<file path="config.mk">
export PLATFORM = sky130hd
export DESIGN_NAME = freqsel_ce_gen_flat
export DESIGN_NICKNAME = d
export VERILOG_FILES = /design/src/rtl/freqsel_ce_gen_pkg.sv /design/src/rtl/freqsel_ce_gen_if.sv /design/src/rtl/freqsel_ce_gen_divcnt.sv /design/src/rtl/freqsel_ce_gen.sv /design/src/flat_wrapper.sv
export SDC_FILE = /design/constraint.sdc
export NUM_CORES = 1
export LEC_CHECK = 0
export CAP_MARGIN = 20
export CORE_ASPECT_RATIO = 0.7
export CORE_MARGIN = 4
export CORE_UTILIZATION = 49
export CTS_CLUSTER_SIZE = 14
export DETAILED_ROUTE_END_ITERATION = 12
export PLACE_DENSITY_LB_ADDON = 0.3
export SYNTH_ARGS = -nofsm -noshare
export SYNTH_HDL_FRONTEND = slang
export SYNTH_SLANG_ARGS = --single-unit
</file>
<file path="constraint.sdc">
create_clock -name CLK -period 4.31 [get_ports CLK]
set_input_delay 0.431 -clock CLK [delete_from_list [all_inputs] [get_ports CLK]]
set_output_delay 0.431 -clock CLK [all_outputs]
set_load 0.005 [all_outputs]
</file>
<file path="src/rtl/freqsel_ce_gen_pkg.sv">
// Shared types, defaults and helpers for the selectable-rate clock-enable generator.
package freqsel_pkg;

  typedef enum logic {RUN, PEND} state_t;

  localparam int DEF_N_FREQ  = 6;
  localparam int DEF_DIV_W   = 16;
  localparam int DEF_RST_SEL = 0;

  // Entry 0 sits in the low bits: {e5, e4, e3, e2, e1, e0}
  localparam logic [DEF_N_FREQ*DEF_DIV_W-1:0] DEF_DIV_TABLE =
    {16'd2, 16'd0, 16'd5, 16'd3, 16'd6, 16'd4};

  function automatic logic [31:0] div_eff(input logic [31:0] d);
    return (d == 32'd0) ? 32'd1 : d;
  endfunction

endpackage

</file>
<file path="src/rtl/freqsel_ce_gen_if.sv">
// Rate-select request/status bundle between the control register block and the generator.
interface freqsel_ce_gen_if #(
  parameter int SEL_W = 3
);

  logic [SEL_W-1:0] FREQ_SEL;
  logic             SEL_VALID;
  logic [SEL_W-1:0] FREQ_ACTIVE;
  logic             SWITCH_BUSY;
  logic             SWITCH_DONE;
  logic             SEL_ERR;

  modport master (
    output FREQ_SEL, SEL_VALID,
    input  FREQ_ACTIVE, SWITCH_BUSY, SWITCH_DONE, SEL_ERR
  );

  modport slave (
    input  FREQ_SEL, SEL_VALID,
    output FREQ_ACTIVE, SWITCH_BUSY, SWITCH_DONE, SEL_ERR
  );

endinterface

</file>
<file path="src/rtl/freqsel_ce_gen_divcnt.sv">
// Period counter for the active divide value: flags the wrap cycle and builds the ~50% phase.
module freqsel_divcnt
  import freqsel_pkg::*;
#(
  parameter int DIV_W = 16
) (
  input  logic             clk,
  input  logic             rst,
  input  logic             en,
  input  logic             load,
  input  logic [DIV_W-1:0] load_div,
  output logic             wrap,
  output logic             phase
);

  logic [DIV_W-1:0] cnt;
  logic [DIV_W-1:0] div_act;
  logic [DIV_W:0]   half;

  // div_act is never below 1, so D-1 cannot underflow; half is ceil(D/2) with one spare bit
  assign half = ({1'b0, div_act} + (DIV_W+1)'(1)) >> 1;
  assign wrap = en && (cnt == (div_act - DIV_W'(1)));

  always_ff @(posedge clk) begin
    if (rst) begin
      cnt     <= '0;
      phase   <= 1'b0;
      div_act <= DIV_W'(div_eff(32'(load_div)));
    end else begin
      if (en) begin
        phase <= ({1'b0, cnt} < half);
        cnt   <= wrap ? '0 : cnt + DIV_W'(1);
      end
      if (load) begin
        div_act <= DIV_W'(div_eff(32'(load_div)));
        cnt     <= '0;
      end
    end
  end

endmodule

</file>
<file path="src/rtl/freqsel_ce_gen.sv">
// Selectable-rate clock-enable generator; rate changes are deferred to a period boundary.
module freqsel_ce_gen
  import freqsel_pkg::*;
#(
  parameter int N_FREQ  = DEF_N_FREQ,
  parameter int DIV_W   = DEF_DIV_W,
  parameter int SEL_W   = $clog2(N_FREQ),
  parameter int RST_SEL = DEF_RST_SEL
) (
  input  logic                    CLK,
  input  logic                    RST,
  input  logic                    EN,
  input  logic [N_FREQ*DIV_W-1:0] DIV_TABLE,
  freqsel_ce_gen_if.slave         sel_bus,
  output logic                    CE_OUT,
  output logic                    PHASE_OUT
);

  localparam logic [SEL_W-1:0] RST_IDX    = SEL_W'(RST_SEL);
  localparam logic [SEL_W:0]   N_FREQ_LIM = (SEL_W+1)'(N_FREQ);

  state_t           state, state_nxt;
  logic [SEL_W-1:0] sel_pend, sel_pend_nxt;
  logic [SEL_W-1:0] freq_active;
  logic             switch_done, sel_err;
  logic             wrap, apply, req_legal, req_illegal;
  logic [DIV_W-1:0] tbl [N_FREQ];
  logic [DIV_W-1:0] load_div;

  always_comb begin
    for (int i = 0; i < N_FREQ; i++) begin
      tbl[i] = DIV_TABLE[i*DIV_W +: DIV_W];
    end
  end

  assign req_legal   = sel_bus.SEL_VALID && ({1'b0, sel_bus.FREQ_SEL} < N_FREQ_LIM);
  assign req_illegal = sel_bus.SEL_VALID && !({1'b0, sel_bus.FREQ_SEL} < N_FREQ_LIM);
  assign apply       = wrap && (state == PEND);
  assign load_div    = RST ? tbl[RST_IDX] : tbl[sel_pend];

  freqsel_divcnt #(
    .DIV_W (DIV_W)
  ) u_divcnt (
    .clk      (CLK),
    .rst      (RST),
    .en       (EN),
    .load     (apply),
    .load_div (load_div),
    .wrap     (wrap),
    .phase    (PHASE_OUT)
  );

  // A request arriving in the wrap cycle overrides the clear, so it stays pending for the next wrap
  always_comb begin
    state_nxt    = state;
    sel_pend_nxt = sel_pend;
    if (apply) begin
      state_nxt = RUN;
    end
    if (req_legal) begin
      state_nxt    = PEND;
      sel_pend_nxt = sel_bus.FREQ_SEL;
    end
  end

  always_ff @(posedge CLK) begin
    if (RST) begin
      state       <= RUN;
      sel_pend    <= RST_IDX;
      freq_active <= RST_IDX;
      CE_OUT      <= 1'b0;
      switch_done <= 1'b0;
      sel_err     <= 1'b0;
    end else begin
      state       <= state_nxt;
      sel_pend    <= sel_pend_nxt;
      CE_OUT      <= wrap;
      switch_done <= apply;
      sel_err     <= req_illegal;
      if (apply) begin
        freq_active <= sel_pend;
      end
    end
  end

  assign sel_bus.FREQ_ACTIVE = freq_active;
  assign sel_bus.SWITCH_BUSY = (state == PEND);
  assign sel_bus.SWITCH_DONE = switch_done;
  assign sel_bus.SEL_ERR     = sel_err;

endmodule

</file>
<file path="src/flat_wrapper.sv">
// flat-port wrapper written by rule: the top's interface ports become plain ports
module freqsel_ce_gen_flat import freqsel_pkg::*;
#(
  parameter int N_FREQ  = DEF_N_FREQ,
  parameter int DIV_W   = DEF_DIV_W,
  parameter int SEL_W   = $clog2(N_FREQ),
  parameter int RST_SEL = DEF_RST_SEL
)
  (CLK, RST, EN, DIV_TABLE, CE_OUT, PHASE_OUT, sel_bus_FREQ_SEL, sel_bus_SEL_VALID, sel_bus_FREQ_ACTIVE, sel_bus_SWITCH_BUSY, sel_bus_SWITCH_DONE, sel_bus_SEL_ERR);
  freqsel_ce_gen_if #(.SEL_W(SEL_W)) sel_bus_i ();
  input  logic CLK;
  input  logic RST;
  input  logic EN;
  input  logic [N_FREQ*DIV_W-1:0] DIV_TABLE;
  output logic CE_OUT;
  output logic PHASE_OUT;
  input wire logic [$bits(sel_bus_i.FREQ_SEL)-1:0] sel_bus_FREQ_SEL;
  input wire logic [$bits(sel_bus_i.SEL_VALID)-1:0] sel_bus_SEL_VALID;
  output wire logic [$bits(sel_bus_i.FREQ_ACTIVE)-1:0] sel_bus_FREQ_ACTIVE;
  output wire logic [$bits(sel_bus_i.SWITCH_BUSY)-1:0] sel_bus_SWITCH_BUSY;
  output wire logic [$bits(sel_bus_i.SWITCH_DONE)-1:0] sel_bus_SWITCH_DONE;
  output wire logic [$bits(sel_bus_i.SEL_ERR)-1:0] sel_bus_SEL_ERR;
  assign sel_bus_i.FREQ_SEL = sel_bus_FREQ_SEL;
  assign sel_bus_i.SEL_VALID = sel_bus_SEL_VALID;
  assign sel_bus_FREQ_ACTIVE = sel_bus_i.FREQ_ACTIVE;
  assign sel_bus_SWITCH_BUSY = sel_bus_i.SWITCH_BUSY;
  assign sel_bus_SWITCH_DONE = sel_bus_i.SWITCH_DONE;
  assign sel_bus_SEL_ERR = sel_bus_i.SEL_ERR;
  freqsel_ce_gen #(.N_FREQ(N_FREQ), .DIV_W(DIV_W), .SEL_W(SEL_W), .RST_SEL(RST_SEL)) u_core (.CLK(CLK), .RST(RST), .EN(EN), .DIV_TABLE(DIV_TABLE), .sel_bus(sel_bus_i), .CE_OUT(CE_OUT), .PHASE_OUT(PHASE_OUT));
endmodule
</file>
==> run metrics <==
EDFF count, synth 16; Post-CTS Setup Inserts 0; run status finished, final reports clean; Mapped Area about 0.0038 mm^2; die footprint 0.00918 mm^2; count of warnings emitted by yosys 0; CP Buf/Inv Count 1; CTS tree done; Peak Freq between 300 and 400 MHz; PwrDens 211 mW/mm^2; remaining global-route overflow 0; Post-DP HPWL between 8 and 9 mm; Clock power frac 24.1%; Total GRT Usage 22.9%; Reg power frac a little under half; Sw Ratio roughly 29%; crit-path cells inv_1 > ha_1 > or4b_2 > nor4b_1 > o311ai_0 > a222oi_1 > nand4_4 > nand2b_4 > nor2_1; main combinational cell family by area after synthesis simple AND/OR/NAND/NOR gates; clk slew on worst S/H paths roughly 0.08 ns; maxcap violations 0; worst min path class flip-flop to flip-flop; Synth top area share about 14%; largest net degree at the start of global routing 21; min Tclk post-route roughly 3.3 ns; CTS Root Cell clkbuf_8; Rel. slew slack 43.1%; via count approximately 3,500; adder and majority gate portion of the synthesized area approximately 6%; post-synth cell types between 60 and 70; Core Area 0.00738 mm^2; Die Wd 113 um; detailed-route vias per instance 5.81; Hold Slack between 0.4 and 0.5 ns; syn_area_per_cell about 9.4 um^2; # resized after CTS 0; H-tree depth 2; share of cells above drive strength 1 about an eighth; FFs w/ async S/R, synth 0%; post-synthesis register bit count 43; Final Max Slew Viols 0; number of CTS-inserted buffers 5; Gate power share roughly 30%; skew final roughly 0.0058 ns; drc violations 0; initial antenna violation count 0; die height just over 80 um; CP delay by family, top simple AND/OR/NAND/NOR gates; Rows 26; vias in the first global route around 3,400; clock sink total 43; P_leak around 0.0019 uW; PortBufs 110; # diodes 0; first-pass iteration count of the detailed router 6; critical path's slowest cell or4b_2; clk_lat worst skew ~0.3 ns; GR Util met3 about 5.4%; pin slew with the least headroom to its limit about 0.85 ns; Fin Setup TNS 0 ns; Syn Inst Count 400; Synth Area in Compound Gates between 10% and 20%; register area around 0.0010 mm^2; Layout area overhead 32.4%; WL/cell between 15 and 20 um; Int Pwr between 700 and 800 uW; arrival time worst endpoint 3.49 ns; Post-Synth XOR/XNOR Area roughly a tenth; VDD IR max between 0.00015 and 0.0002 V; Final Hold Viols 0; Psw 307 uW; Slowest Stage Delay on Critical Path roughly 0.67 ns; I/O pins roughly 110; critical path startpoint category flip-flop; CTS hold repair buffers 0; period utilization 76.6%; global-route wire length before repair approximately 17 mm; met2 Use GR 35.3%; Yosys top cell by area dfxtp_1; Multi-input gate area 0.00259 mm^2; fillers between 500 and 600; proportion of synthesized area in mux cells 19.4%; post-route ant nets 0; commonest register cell after synthesis dfxtp_1; syn_nets 521; CTS Buffer Depth 2; RSZ-0062 raised after global routing false; Setup CP Type flip-flop to flip-flop; Initial Util approximately half; Post-Synth Simple-Gate Area between 20% and 30%; initial drt markers 290; CP endpoint kind flip-flop; CP Data Required Time about 4.5 ns; GR Util met1 around a third; gr busiest metal met2; Detailed Route WL ~11 mm; Final #Nets about 620; synth top area cells dfxtp_1, edfxtp_1, mux4_2; worst-path fanout max 14; sequential area share after synthesis a little over a quarter; Placer Congestion just under 1; Design Power about 1100 uW; Setup violations, final 0
power groups by stage:
stage	clock (uW)	sequential, uW	combinational, uW
floorplan	0	465	198
global placement	0	494	305
detailed placement	0	495	310
CTS	258	485	313
global route	277	491	342
finish	254	486	314
routing by layer:
layer  wire, um  vias up
met4         98        0
li1           -     1674
met1       4850     1656
met5          0        -
met2       4840      126
met3        838        9
synthesized netlist by cell type, drive strengths merged, types with 2 or more instances:
master,instances
a21o,4
xor2,31
clkbuf,16
mux2,16
o211ai,3
dfxtp,27
ha,18
mux4,16
and4,2
or3,2
nor2b,6
nand2,38
nor2,30
nor4b,2
nor3,6
a21boi,2
o21ai,26
o311ai,2
nand2b,5
nand3b,4
mux2i,19
nand3,12
xnor2,12
and2,2
edfxtp,16
nor4,5
a21oi,13
and3,12
nand4,16
or4b,2
or4,3
inv,6
buf,10
cells by family after synthesis:
logic type                 count (synthesis)
AOI/OAI and AO/OA                         62
xor gates and xnor gates                  44
adders and majority gates                 18
buffers and inverters                     32
DFF                                       43
muxes                                     51
and+or+nand+nor                          150
cell type report:
type	count	share of cell area, %
Multi-Input combinational cell	325	52.0
Timing Repair Buffer	116	23.0
Sequential cell	43	20.5
Tap cell	98	2.46
Clock buffer	7	1.53
Inverter	6	0.452
Clock inverter	1	0.100
worst paths after layout:
kind | slack, ns | start | depth (start not counted) | to
worst max-delay path | 1.01 | u_core.u_divcnt.div_act[0]$_SDFFCE_PN1P_ | 9 | u_core.u_divcnt.cnt[2]$_SDFFE_PP0P_
worst min-delay path | 0.49 | u_core.sel_bus.FREQ_ACTIVE[2]$_SDFFE_PP0P_ | 2 | u_core.sel_bus.FREQ_ACTIVE[2]$_SDFFE_PP0P_
worst min register to register | 0.49 | u_core.sel_bus.FREQ_ACTIVE[2]$_SDFFE_PP0P_ | 2 | u_core.sel_bus.FREQ_ACTIVE[2]$_SDFFE_PP0P_
worst max register to register | 1.01 | u_core.u_divcnt.div_act[0]$_SDFFCE_PN1P_ | 9 | u_core.u_divcnt.cnt[2]$_SDFFE_PP0P_
metrics by stage:
step | instance area [um^2] | setup slack [ns] | std cells | util (%)
after floorplan | 3770 | 0.709 | 400 | -
after global placement | 4910 | 1.12 | 588 | 66.4
after detailed placement | 4910 | 1.05 | 588 | 66.4
after CTS | 4990 | 1.04 | 596 | 67.5
after global routing | 4990 | 0.826 | 596 | 67.5
final | 4990 | 1.01 | 596 | 67.5
placed cells by master, fill, tap and decap left out, types with 4 or more instances in the layout:
cell	instances
clkdlybuf4s50_1	110
nand2_1	38
xor2_1	31
o21ai_0	26
dfxtp_1	26
nor2_1	19
mux2i_1	19
ha_1	18
mux2_2	16
mux4_2	16
edfxtp_1	16
nand4_1	15
a21oi_1	13
and3_1	12
nand3_1	12
xnor2_1	12
nor2_2	11
inv_1	6
nor2b_1	6
nor3_1	6
buf_4	6
clkbuf_8	5
nand2b_1	4
nand3b_1	4
nor4_1	4
a21o_1	4
tightest hold or removal path, cell delays in order, from the launching register on:
cell     delay, ns
dfxtp_1       0.32
o21ai_0       0.07
a21oi_1       0.06
flip-flops by register name, indices dropped and copies added (netlist names):
name,count
u_core.u_divcnt.div_act,16
u_core.sel_bus.FREQ_ACTIVE,3
u_core.u_divcnt.cnt,16
u_core.u_divcnt.phase,1
u_core.sel_bus.SEL_ERR,1
u_core.CE_OUT,1
u_core.sel_pend,3
u_core.sel_bus.SWITCH_DONE,1
u_core.sel_bus.SWITCH_BUSY,1
Note: power is estimated with default switching activity, not from simulation.
